$ cat src/rtl/lwr_stream_cipher.sv
// rtl/lwr_stream_cipher.sv - per-lane mod-P stream encrypt/decrypt joining data and PRF keystream beats
module lwr_stream_cipher #(
  parameter int P     = 32,
  parameter int LANES = 4,
  parameter int IDX_W = 16,
  localparam int WIDTH = $clog2(P)
) (
  input  logic                   clk,
  input  logic                   rst,
  input  logic                   in_valid,
  output logic                   in_ready,
  input  logic [LANES*WIDTH-1:0] in_data,
  input  logic                   in_mode,
  input  logic                   in_last,
  input  logic                   prf_valid,
  output logic                   prf_ready,
  input  logic [LANES*WIDTH-1:0] prf_data,
  output logic [IDX_W-1:0]       prf_index,
  output logic                   out_valid,
  input  logic                   out_ready,
  output logic [LANES*WIDTH-1:0] out_data,
  output logic                   out_last,
  output logic [LANES-1:0]       out_err,
  output logic                   err_sticky,
  output logic                   busy
);

  typedef enum logic {IDLE = 1'b0, ACTIVE = 1'b1} state_t;

  // P widened by one bit so x + k and x + P - k never overflow
  localparam logic [WIDTH:0] P_EXT = (WIDTH + 1)'(P);

  state_t                 state;
  logic                   slot_free;
  logic                   fire;
  logic [LANES*WIDTH-1:0] next_data;
  logic [LANES-1:0]       next_err;

  // A beat moves only when both streams offer one and the output slot is empty or draining
  assign slot_free = !out_valid || out_ready;
  assign in_ready  = !rst && prf_valid && slot_free;
  assign prf_ready = !rst && in_valid && slot_free;
  assign fire      = in_valid && in_ready;

  // Per-lane modular add/subtract with out-of-range operands forced to zero and flagged
  always_comb begin
    next_data = '0;
    next_err  = '0;
    for (int i = 0; i < LANES; i++) begin
      logic [WIDTH:0] x;
      logic [WIDTH:0] k;
      logic [WIDTH:0] s;
      logic [WIDTH:0] res;
      x   = {1'b0, in_data[i*WIDTH +: WIDTH]};
      k   = {1'b0, prf_data[i*WIDTH +: WIDTH]};
      s   = x + k;
      res = '0;
      if (x >= P_EXT || k >= P_EXT) begin
        next_err[i] = 1'b1;
      end else if (!in_mode) begin
        res = (s >= P_EXT) ? (s - P_EXT) : s;
      end else begin
        res = (x >= k) ? (x - k) : (x + P_EXT - k);
      end
      next_data[i*WIDTH +: WIDTH] = res[WIDTH-1:0];
    end
  end

  // Output register, message state, PRF index and sticky error; all advance only on fire
  always_ff @(posedge clk) begin
    if (rst) begin
      state      <= IDLE;
      busy       <= 1'b0;
      out_valid  <= 1'b0;
      out_data   <= '0;
      out_last   <= 1'b0;
      out_err    <= '0;
      err_sticky <= 1'b0;
      prf_index  <= '0;
    end else if (fire) begin
      out_valid <= 1'b1;
      out_data  <= next_data;
      out_last  <= in_last;
      out_err   <= next_err;
      if (|next_err) begin
        err_sticky <= 1'b1;
      end
      // a last beat restarts the keystream index for the next message
      prf_index <= in_last ? '0 : (prf_index + IDX_W'(1));
      case (state)
        IDLE: begin
          state <= in_last ? IDLE : ACTIVE;
          busy  <= !in_last;
        end
        ACTIVE: begin
          state <= in_last ? IDLE : ACTIVE;
          busy  <= !in_last;
        end
        default: begin
          state <= IDLE;
          busy  <= 1'b0;
        end
      endcase
    end else if (out_ready) begin
      out_valid <= 1'b0;
    end
  end

endmodule

$ cat config.mk
export PLATFORM = sky130hd
export DESIGN_NAME = lwr_stream_cipher
export DESIGN_NICKNAME = d
export VERILOG_FILES = /design/src/rtl/lwr_stream_cipher.sv
export SDC_FILE = /design/constraint.sdc
export NUM_CORES = 1
export LEC_CHECK = 0
export BUFFER_PORTS_ARGS = -buffer_cell sky130_fd_sc_hd__clkbuf_2
export CAP_MARGIN = 20
export CELL_PAD_IN_SITES_DETAIL_PLACEMENT = 1
export CELL_PAD_IN_SITES_GLOBAL_PLACEMENT = 1
export CORE_MARGIN = 8
export CORE_UTILIZATION = 34
export CTS_CLUSTER_DIAMETER = 50
export DETAILED_ROUTE_END_ITERATION = 7
export GPL_ROUTABILITY_DRIVEN = 0
export PLACE_DENSITY = 0.87
export SETUP_SLACK_MARGIN = 0.05
export SYNTH_ARGS = -nofsm -noshare
export SYNTH_HDL_FRONTEND = slang
export SYNTH_SLANG_ARGS = --single-unit
$ cat constraint.sdc
create_clock -name clk -period 1.5 [get_ports clk]
set_input_delay 0.15 -clock clk [delete_from_list [all_inputs] [get_ports clk]]
set_output_delay 0.15 -clock clk [all_outputs]
set_load 0.01 [all_outputs]
-- Word-level counts from Yosys, hierarchy flattened
Index checks and enable logic that the tools add are counted.
- input port bits: 47
- bits in registers: 39
- order comparisons: 8
- multiplexer cells: 15
- $add $sub $neg: 21
- reduce and logical (&&, ||, !) cells: 10
- operators with widths (cell ; number):
    $mux W5 ; 12
    $sub A5 B5 Y5 ; 8
    $add A5 B5 Y6 ; 4
    $ge A6 B6 Y1 const B ; 4
    $add A5 B1 Y5 const B ; 4
    $ge A5 B5 Y1 ; 4
    $sub A5 B1 Y5 const B ; 4
    $add A16 B1 Y16 const B ; 1
    $mux W16 ; 1
    $logic_and A1 B1 Y1 ; 5
    $logic_not A1 Y1 ; 3
    $mux W1 ; 2
    $reduce_bool A2 Y1 ; 1
    $logic_or A1 B1 Y1 ; 1

-- Logic depth before layout (Yosys ltp)
Gate-level depths: netlist of the first run.
- depth after elaboration: 5
- gate-level depth with buffers: 8

-- Least setup slack after synthesis of the first run
OpenSTA, ideal clock, no wires.
- kind: input to register
- start: input prf_data[16]
- end: register out_data[18]
- data arrival time: 1354 ps
- setup slack: 24 ps
- data required time: 1378 ps
- path buffers: 0
- library setup time: 122 ps
- cell stages on the path: 7
- path through: inv_1 -> ha_1 -> nor2b_1 -> nor4b_1 -> or3_1 -> mux2i_1 -> a311o_1
- longest elaborated chain between the ends: 4
- elaborated cells between the ends (all ways): 9
- those cells by class: add/sub: 4; order compare: 2; mux: 3
- RTL lines (element ; line ; source):
    start: declaration ; 17 ; input logic [LANES*WIDTH-1:0] prf_data,
    $add A5 B5 Y6 ; 56 ; s = x + k;
    $sub A5 B1 Y5 or $ge A6 B6 Y1 (tied branches) ; 61 ; res = (s >= P_EXT) ? (s - P_EXT) : s;
    $mux W5 ; 61 ;
    $mux W5 * ; 60 ; end else if (!in_mode) begin
    end signal: assignment ; 82 ; out_data <= next_data;
    end: declaration ; 21 ; output logic [LANES*WIDTH-1:0] out_data,
Every way passes the cells marked *; elsewhere a longest branch is shown, timed or not.
A chain may end at the register's enable or synchronous reset.

-- Worst setup path after layout of the first run
- start: register prf_index[11]
- end: register prf_index[15]
- longest elaborated chain between the ends: 2
- RTL lines (element ; line ; source):
    start: declaration ; 18 ; output logic [IDX_W-1:0] prf_index,
    start signal: assignment ; 89 ; prf_index <= in_last ? '0 : (prf_index + IDX_W'(1));
    $add A16 B1 Y16 ; 89 ;
    $mux W16 ; 89 ;
Every way passes these cells.

==> results of run 1 <==
==> worst reg2reg max path, cell delays in order (launching register included) <==
cell and delay [ps]:
dfxtp_2 360, and4_4 240, nand3_1 120, nor4_2 330, xnor2_1 160, nor2_1 60
==> per-stage QoR <==
stage / hold slack (ps) / util [%]
finish: 150.4 / 46.08
floorplan: 309.3 / -
global placement: 406.6 / 43.66
detailed placement: 430.6 / 43.66
global route: 149.1 / 46.08
CTS: 114.0 / 44.77
==> registers in the layout, indices dropped and copies added (netlist names) <==
| name | flops |
|---|---|
| out_data | 20 |
| prf_index | 16 |
| busy | 1 |
| out_last | 1 |
| out_valid | 1 |
==> cells by family (layout without fill, tap and decap cells) <==
family | Yosys count | count (layout) | share of synthesized area (%)
flip-flops | 39 | 39 | 27.20
multiplexers | 6 | 6 | 2.092
XOR/XNOR | 26 | 26 | 7.934
AND/OR/NAND/NOR | 119 | 119 | 22.84
AO/OA/AOI/OAI | 55 | 55 | 11.60
adder cells (fa/ha/maj) | 41 | 41 | 19.97
other | 1 | 5 | 0.1307
buffers and inverters | 50 | 158 | 8.239
==> metal layers <==
metal / vias up / GRT usage [%] / wire, microns / share of wire (%)
met5: - / 0 / 0 / 0
li1: 1337 / - / - / -
met3: 8 / 3.772 / 499 / 5.6
met4: 0 / 3.370 / 104 / 1.2
met1: 1326 / 16.00 / 3591 / 41
met2: 68 / 28.07 / 4664 / 53
==> Yosys cell counts, drive strengths merged (4+ instances only) <==
| cell | number |
|---|---|
| dfxtp | 39 |
| nor2 | 36 |
| ha | 33 |
| inv | 31 |
| nand2 | 23 |
| xnor2 | 20 |
| a21oi | 17 |
| o21ai | 17 |
| buf | 15 |
| nand3b | 10 |
| nand3 | 9 |
| fa | 8 |
| nand2b | 8 |
| nor3 | 8 |
| o31ai | 7 |
| mux2i | 6 |
| nor2b | 6 |
| xor2 | 6 |
| a211oi | 4 |
| a22oi | 4 |
| clkbuf | 4 |
==> area by class of cell <==
type | instances | share of cell area [%]
multi-input cells | 252 | 51.12
flip-flops and latches | 39 | 20.69
repair buffers | 119 | 19.43
well taps | 105 | 3.470
inverters | 31 | 3.073
clock buffers | 5 | 1.818
clock inverters | 3 | 0.3966
==> where the power goes <==
group / internal, mW / switching (mW) / total, mW / leakage, nW
combinational: 0.343 / 0.381 / 0.724 / 1.41
clock: 0.319 / 0.390 / 0.709 / 0.0477
sequential: 1.08 / 0.0278 / 1.11 / 0.318
total: 1.74 / 0.799 / 2.54 / 1.78
==> what timing repair did <==
item                                    in CTS  in global routing
buffers inserted                             0                  1
gates cloned                                 0                  2
pin swaps                                    0                  3
endpoints found under the setup margin      18                 20
resized for setup                            1                 16
hold endpoints to repair                     0                  0
==> path summary, 6_finish.rpt <==
check	to	slack, ps	cells after the start	start
max	prf_index[15]	140	5	prf_index[11]
min	out_last	150	3	in_last
max reg2reg	prf_index[15]	140	5	prf_index[11]
min reg2reg	out_data[1]	460	2	out_data[1]
==> out/qor.yml, run 1 <==
drc: 0
critical_path.top_delay_family: "simple AND/OR/NAND/NOR gates"
wl_per_cell_microns: 15.99
leakagePower_nw: 1.776
dieArea_sq_um: 11640
synth_top_flop_cell: "dfxtp_1"
grt.total_usage_pct: 14.85
yosys_warnings: 0
cts_made_buffers: 5
dp_slack_ps: -176.4
tns_ps: 0
synth.top_cell.area_share_pct: 27.20
antenna_left: 0
drive_above_1_share_pct: 32.74
cts.htree.levels: 2
place_inst: 543
critPathBufInv: 0
layout.cells.non_filler: 554
io_pins: 93
ys_top_cells_by_area: "dfxtp_1, ha_1, xnor2_1"
die_w_microns: 107.9
netlist-cell-type-count: 41
worstPathArrival_ps: 1550
async_flop_share_pct: 0
fillCellCount: 1001
rsz0062_at_grt: "false"
synthToLayoutAreaGrowth_pct: 31.91
period_share_pct: 90.74
regArea_sq_um: 783.3
irDropWorstVdd_v: 0.0003416
viasPerCell: 4.944
multi_input_area_sq_um: 1936
setup_ws_ps: 138.9
antenna_cells: 0
cts_hold_buf: 0
root_buffer: "clkbuf_8"
start_util_pct: 34.93
critical_path_class: "flop to flop"
clk_latency_ps: 290
syn_area_sq_um: 2870
post-dp-hpwl_microns: 7003
p_total_mw: 2.542
tritoncts: "yes"
antenna_found_initial: 0
port_buffers: 87
rows: 33
skew_ps: 3.112
cts_sinks: 39
drt_iter0_markers: 76
die_y_microns: 107.9
ys_ff_latch: 39
critPathLaunchType: "flop"
cp_cell_sequence: "and4_4, nand3_1, nor4_2, xnor2_1, nor2_1"
syn_inst: 337
hold_path.class: "input port to flop"
grt_max_degree: 26
first_pass_iters: 4
synth_seq_area_share_pct: 27.20
fin_area_sq_um: 3786
synth_edf_count: 0
final-setup-viol-count: 0
finalHoldViolations: 0
crit_slowest_cell: "dfxtp_2"
wl_microns: 8860
clk_pin_slew_ps: 80
fmax_mhz: 734.7
final_cell_mix: "clkbuf_2, dfxtp_1, nor2_1, ha_1, inv_1"
critPathMaxStageDelay_ps: 360
cts_buffer_depth: 2
max_cap_violations: 0
power_density_nw_per_um2: 671.3
cp-end-kind: "flop"
vias: 2739
grt_pass1_vias: 3014
yosys.area.top_type: "dfxtp_1"
grt_pass1_wl_microns: 14180
placed_cell_area_sq_um: 3587
core_area_sq_um: 8217
crit_required_ps: 1690
nets: 536
crit_fanout: 3
synth.avg_cell_area_sq_um: 8.517
period_needed_ps: 1361
maxSlewViolCount: 0
layout_commonest_cell: "clkbuf_2"
status: "completed"
grt_remaining_overflow: 0
(Power assumes the default switching activity.)
==> run 2, diff against run 1 <==
PLACE_DENSITY = default   (was 0.87)
PLACE_DENSITY_LB_ADDON = 0.08   (was default)
==> run 2 against run 1 <==
  * Total power rose by 5.5%
  * Non-clock buffer count is 2 lower
  * Register-to-register slack got worse by 40 ps
  * Cell count shrank 0.36%
  * Setup slack worse by 37 ps
  * Worst hold slack worse by 15 ps
  * Critical path depth is 2 higher
  * Core utilization is 0.53 points lower
  * Final area down 1.2%
  * Clock power increased by 26%
  * Count of clock-buffer cells in the layout did not move
  * Critical path type unchanged
  * Highest routed layer unchanged
==> out/qor.yml, run 2 (synthesized netlist as in run 1, its figures left out) <==
status: "completed"
hold_path.class: "input port to flop"
critPathBufInv: 2
r2r-start: "out_valid"
finalHoldViolations: 0
max_cap_violations: 0
leakagePower_nw: 1.751
placed_cell_area_sq_um: 3565
wl_per_cell_microns: 14.39
power_density_nw_per_um2: 716.2
skew_ps: 11.94
setup_ws_ps: 101.9
antenna_left: 0
crit_slowest_cell: "dfxtp_4"
clk_pin_slew_ps: 90
nets: 534
p_sw_share_pct: 29.26
fmax_mhz: 715.3
antenna_found_initial: 0
r2r_setup_slack_ps: 100
root_buffer: "clkbuf_8"
layout_commonest_cell: "clkbuf_2"
rsz0062_at_grt: "true"
timing.rr.end: "prf_index[12]"
viasPerCell: 4.819
wl_microns: 7941
crit_fanout: 8
die_w_microns: 107.9
grt_pass1_vias: 2855
irDropWorstVdd_v: 0.0003239
regMostFlops: "out_data"
final-setup-viol-count: 0
critical_path_class: "flop to flop"
holdPathStages: 3
start_util_pct: 34.93
hold_path_end: "out_last"
maxSlewViolCount: 0
grt_remaining_overflow: 0
port_buffers: 87
crit_required_ps: 1700
synthToLayoutAreaGrowth_pct: 30.38
reg2reg_depth: 7
critPathLaunchType: "flop"
period_share_pct: 93.20
fin_area_sq_um: 3742
min_from: "in_last"
cts_buffer_depth: 2
cp_cell_sequence: "nand2b_4, buf_6, nand3_4, buf_4, nor4b_2, xnor2_1, nor2_1"
crit_start: "out_valid"
antenna_cells: 0
io_pins: 93
cts_made_buffers: 5
netSwitchingPower_mw: 0.7842
cts.htree.levels: 2
final_cell_mix: "clkbuf_2, dfxtp_1, nor2_1, ha_1, inv_1"
dieArea_sq_um: 11640
reg.largest.list: "out_data x20, prf_index x16"
drc: 0
post-dp-hpwl_microns: 6556
worstPathArrival_ps: 1600
comb_power_share_pct: 25.2
largest_reg_flops: 20
grt_max_degree: 25
tritoncts: "yes"
die_y_microns: 107.9
rows: 33
p_int_mw: 1.896
grt_pass1_wl_microns: 13340
critPathMaxStageDelay_ps: 360
critical_path.top_delay_family: "simple AND/OR/NAND/NOR gates"
core_area_sq_um: 8217
clk_latency_ps: 300
grt.total_usage_pct: 14.00
dp_slack_ps: -184.9
period_needed_ps: 1398
pwr-share-seq_pct: 41.4
drt_iter0_markers: 52
drive_above_1_share_pct: 31.10
first_pass_iters: 4
post-route-util_pct: 45.55
cp-end-kind: "flop"
cts_sinks: 39
vias: 2660
p_clk_share_pct: 33.4
[run 2: power by group through the flow]
stage | clock network [mW] | registers (mW) | logic [mW]
2_1_floorplan | 0 | 1.15 | 0.401
3_3_place_gp | 0 | 1.13 | 0.657
3_5_place_dp | 0 | 1.13 | 0.676
4_1_cts | 0.934 | 1.11 | 0.682
5_1_grt | 0.975 | 1.11 | 0.771
6_report | 0.896 | 1.11 | 0.676
[run 2: per-layer routing]
metal	wire [microns]	part of all wire (%)	global-route usage, %
met3	397	5.0	3.114
met2	4110	52	26.05
met4	73	0.92	3.865
met1	3360	42	15.43
met5	0	0	0
[run 2: what timing repair did]
item	4_1_cts	5_1_grt
buffers inserted	0	4
endpoints found under the setup margin	19	25
hold buffers	0	0
pin swaps	0	2
resized for setup	3	8
[run 2: worst max path at each step]
stage,to,slack (ps),cells past startpoint
6_report,prf_index[12],100,7
5_1_grt,out_data[18],8,6
4_1_cts,prf_index[1],90,7
3_5_place_dp,out_data[14],-180,9
3_3_place_gp,out_data[9],-130,9
2_1_floorplan,out_data[18],80,7
[run 2: worst register-to-register path, stage by stage, from the launching register on]
cell and delay, ps:
dfxtp_4 360, nand2b_4 80, buf_6 100, nand3_4 120, buf_4 170, nor4b_2 290, xnor2_1 150, nor2_1 50
[run 2: layout make-up]
type	count	area [sq um]
clock buffers	5	68.82
clock inverters	3	43.79
fillers	1010	4474
inverters	31	116.4
multi-input cells	252	1904
flip-flops and latches	39	784.5
well taps	105	131.4
repair buffers	117	693.2
[run 2: through the flow]
stage                     std cells  TNS [ps]  power [mW]  hold WS, ps
after floorplan                 341         0       1.548        309.3
after global placement          540    -515.7       1.789        438.6
after detailed placement        540    -852.7       1.808        445.8
after CTS                       548         0       2.725        129.1
after global routing            552         0       2.860        161.2
final                           552         0       2.680        135.3
==> run 3, diff against run 2 <==
PLACE_DENSITY_LB_ADDON = 0.1   (was 0.08)
==> run 3 against run 2 <==
  * Non-clock buffer count is 3 higher
  * Final area is 0.90% higher
  * Global-route usage is 0.48 points higher
  * Clock power is 2% higher
  * Register-to-register slack hardly changed
==> out/qor.yml, run 3 (synthesized netlist as in run 1, its figures left out) <==
start_util_pct: 34.93
cts_made_buffers: 5
die_y_microns: 107.9
wl_microns: 8061
p_sw_share_pct: 29.75
cp-end-kind: "flop"
period_share_pct: 92.54
p_clk_share_pct: 33.6
cts.htree.levels: 2
layout_commonest_cell: "clkbuf_2"
p_total_mw: 2.711
rows: 33
viasPerCell: 4.771
reg.largest.list: "out_data x20, prf_index x16"
grt.total_usage_pct: 14.48
crit_required_ps: 1740
core_area_sq_um: 8217
period_needed_ps: 1388
largest_reg_flops: 20
antenna_found_initial: 0
power_density_nw_per_um2: 717.9
tns_ps: 0
regArea_sq_um: 784.5
layout.cells.non_filler: 555
cts_sinks: 39
critical_path_class: "flop to flop"
fmax_mhz: 720.4
netSwitchingPower_mw: 0.8064
cts_buffer_depth: 2
wl_per_cell_microns: 14.52
irDropWorstVdd_v: 0.0004374
final-setup-viol-count: 0
synthToLayoutAreaGrowth_pct: 31.56
place_inst: 546
grt_max_degree: 27
fillCellCount: 1030
antenna_left: 0
multi_input_area_sq_um: 1916
comb_power_share_pct: 25.5
drt_iter0_markers: 56
finalHoldViolations: 0
tritoncts: "yes"
post-dp-hpwl_microns: 6572
status: "completed"
antenna_cells: 0
drive_above_1_share_pct: 32.22
hold_path.class: "input port to flop"
grt_pass1_wl_microns: 13620
vias: 2648
drc: 0
io_pins: 93
leakagePower_nw: 1.791
clk_pin_slew_ps: 90
nets: 537
cts_hold_buf: 0
max_cap_violations: 0
skew_ps: 6.245
rsz0062_at_grt: "true"
final_cell_mix: "clkbuf_2, nor2_1, dfxtp_1, ha_1, inv_1"
critPathLaunchType: "flop"
pwr-share-seq_pct: 40.8
p_int_mw: 1.904
crit_fanout: 8
grt_pass1_vias: 2854
root_buffer: "clkbuf_8"
worstPathArrival_ps: 1630
dieArea_sq_um: 11640
maxSlewViolCount: 0
die_w_microns: 107.9
r2r_setup_slack_ps: 110
clk_latency_ps: 290
grt_remaining_overflow: 0
regMostFlops: "out_data"
first_pass_iters: 4
port_buffers: 87
## run 3: area by class of cell
| type | count | share of cell area, % |
|---|---|---|
| sequential | 39 | 20.78 |
| timing repair buffer | 120 | 18.95 |
| clock buffer | 5 | 1.822 |
| clock inverter | 3 | 1.160 |
| tap | 105 | 3.479 |
| multi-input combinational | 252 | 50.73 |
| inverter | 31 | 3.082 |
## run 3: critical path, cell delays in order, from the launching register on
cell      delay (ps)
dfxtp_2          340
nand2b_4          70
buf_6            110
nand3_4          140
or3_1            400
mux2i_1          140
a311o_1          130
## run 3: worst paths after layout
check          startpoint            to  cells past startpoint
min               in_last      out_last                      3
min reg2reg  out_data[16]  out_data[16]                      2
max reg2reg     out_valid  out_data[13]                      6
max             out_valid  out_data[13]                      6
## run 3: stage by stage
step,setup slack [ps],instance area (sq um),utilization [%],hold slack (ps)
floorplan,81.97,2898,-,309.3
global placement,-102.8,3610,43.93,407.3
detailed placement,-166.3,3610,43.93,422.6
CTS,72.89,3722,45.30,98.32
global route,37.42,3776,45.96,105.4
finish,111.9,3776,45.96,101.9
## run 3: timing repair
action	in CTS	in global routing
resized for setup	0	13
setup buffers	0	1
endpoints found under the setup margin	0	10
## run 3: power groups by stage
stage	Clock, mW	Sequential (mW)	Combinational (mW)
after floorplan	0	1.15	0.401
after global placement	0	1.13	0.672
after detailed placement	0	1.13	0.691
after CTS	0.941	1.11	0.699
after global routing	0.988	1.11	0.784
final	0.912	1.11	0.692
## run 3: per-layer routing
metal	routed length (microns)	vias to the layer above	track usage, %	part of all wire [%]
met5	0	-	0	0
met2	3823	55	24.34	47
met1	3730	1243	18.08	46
li1	-	1343	-	-
met4	70	0	3.568	0.87
met3	436	7	3.473	5.4
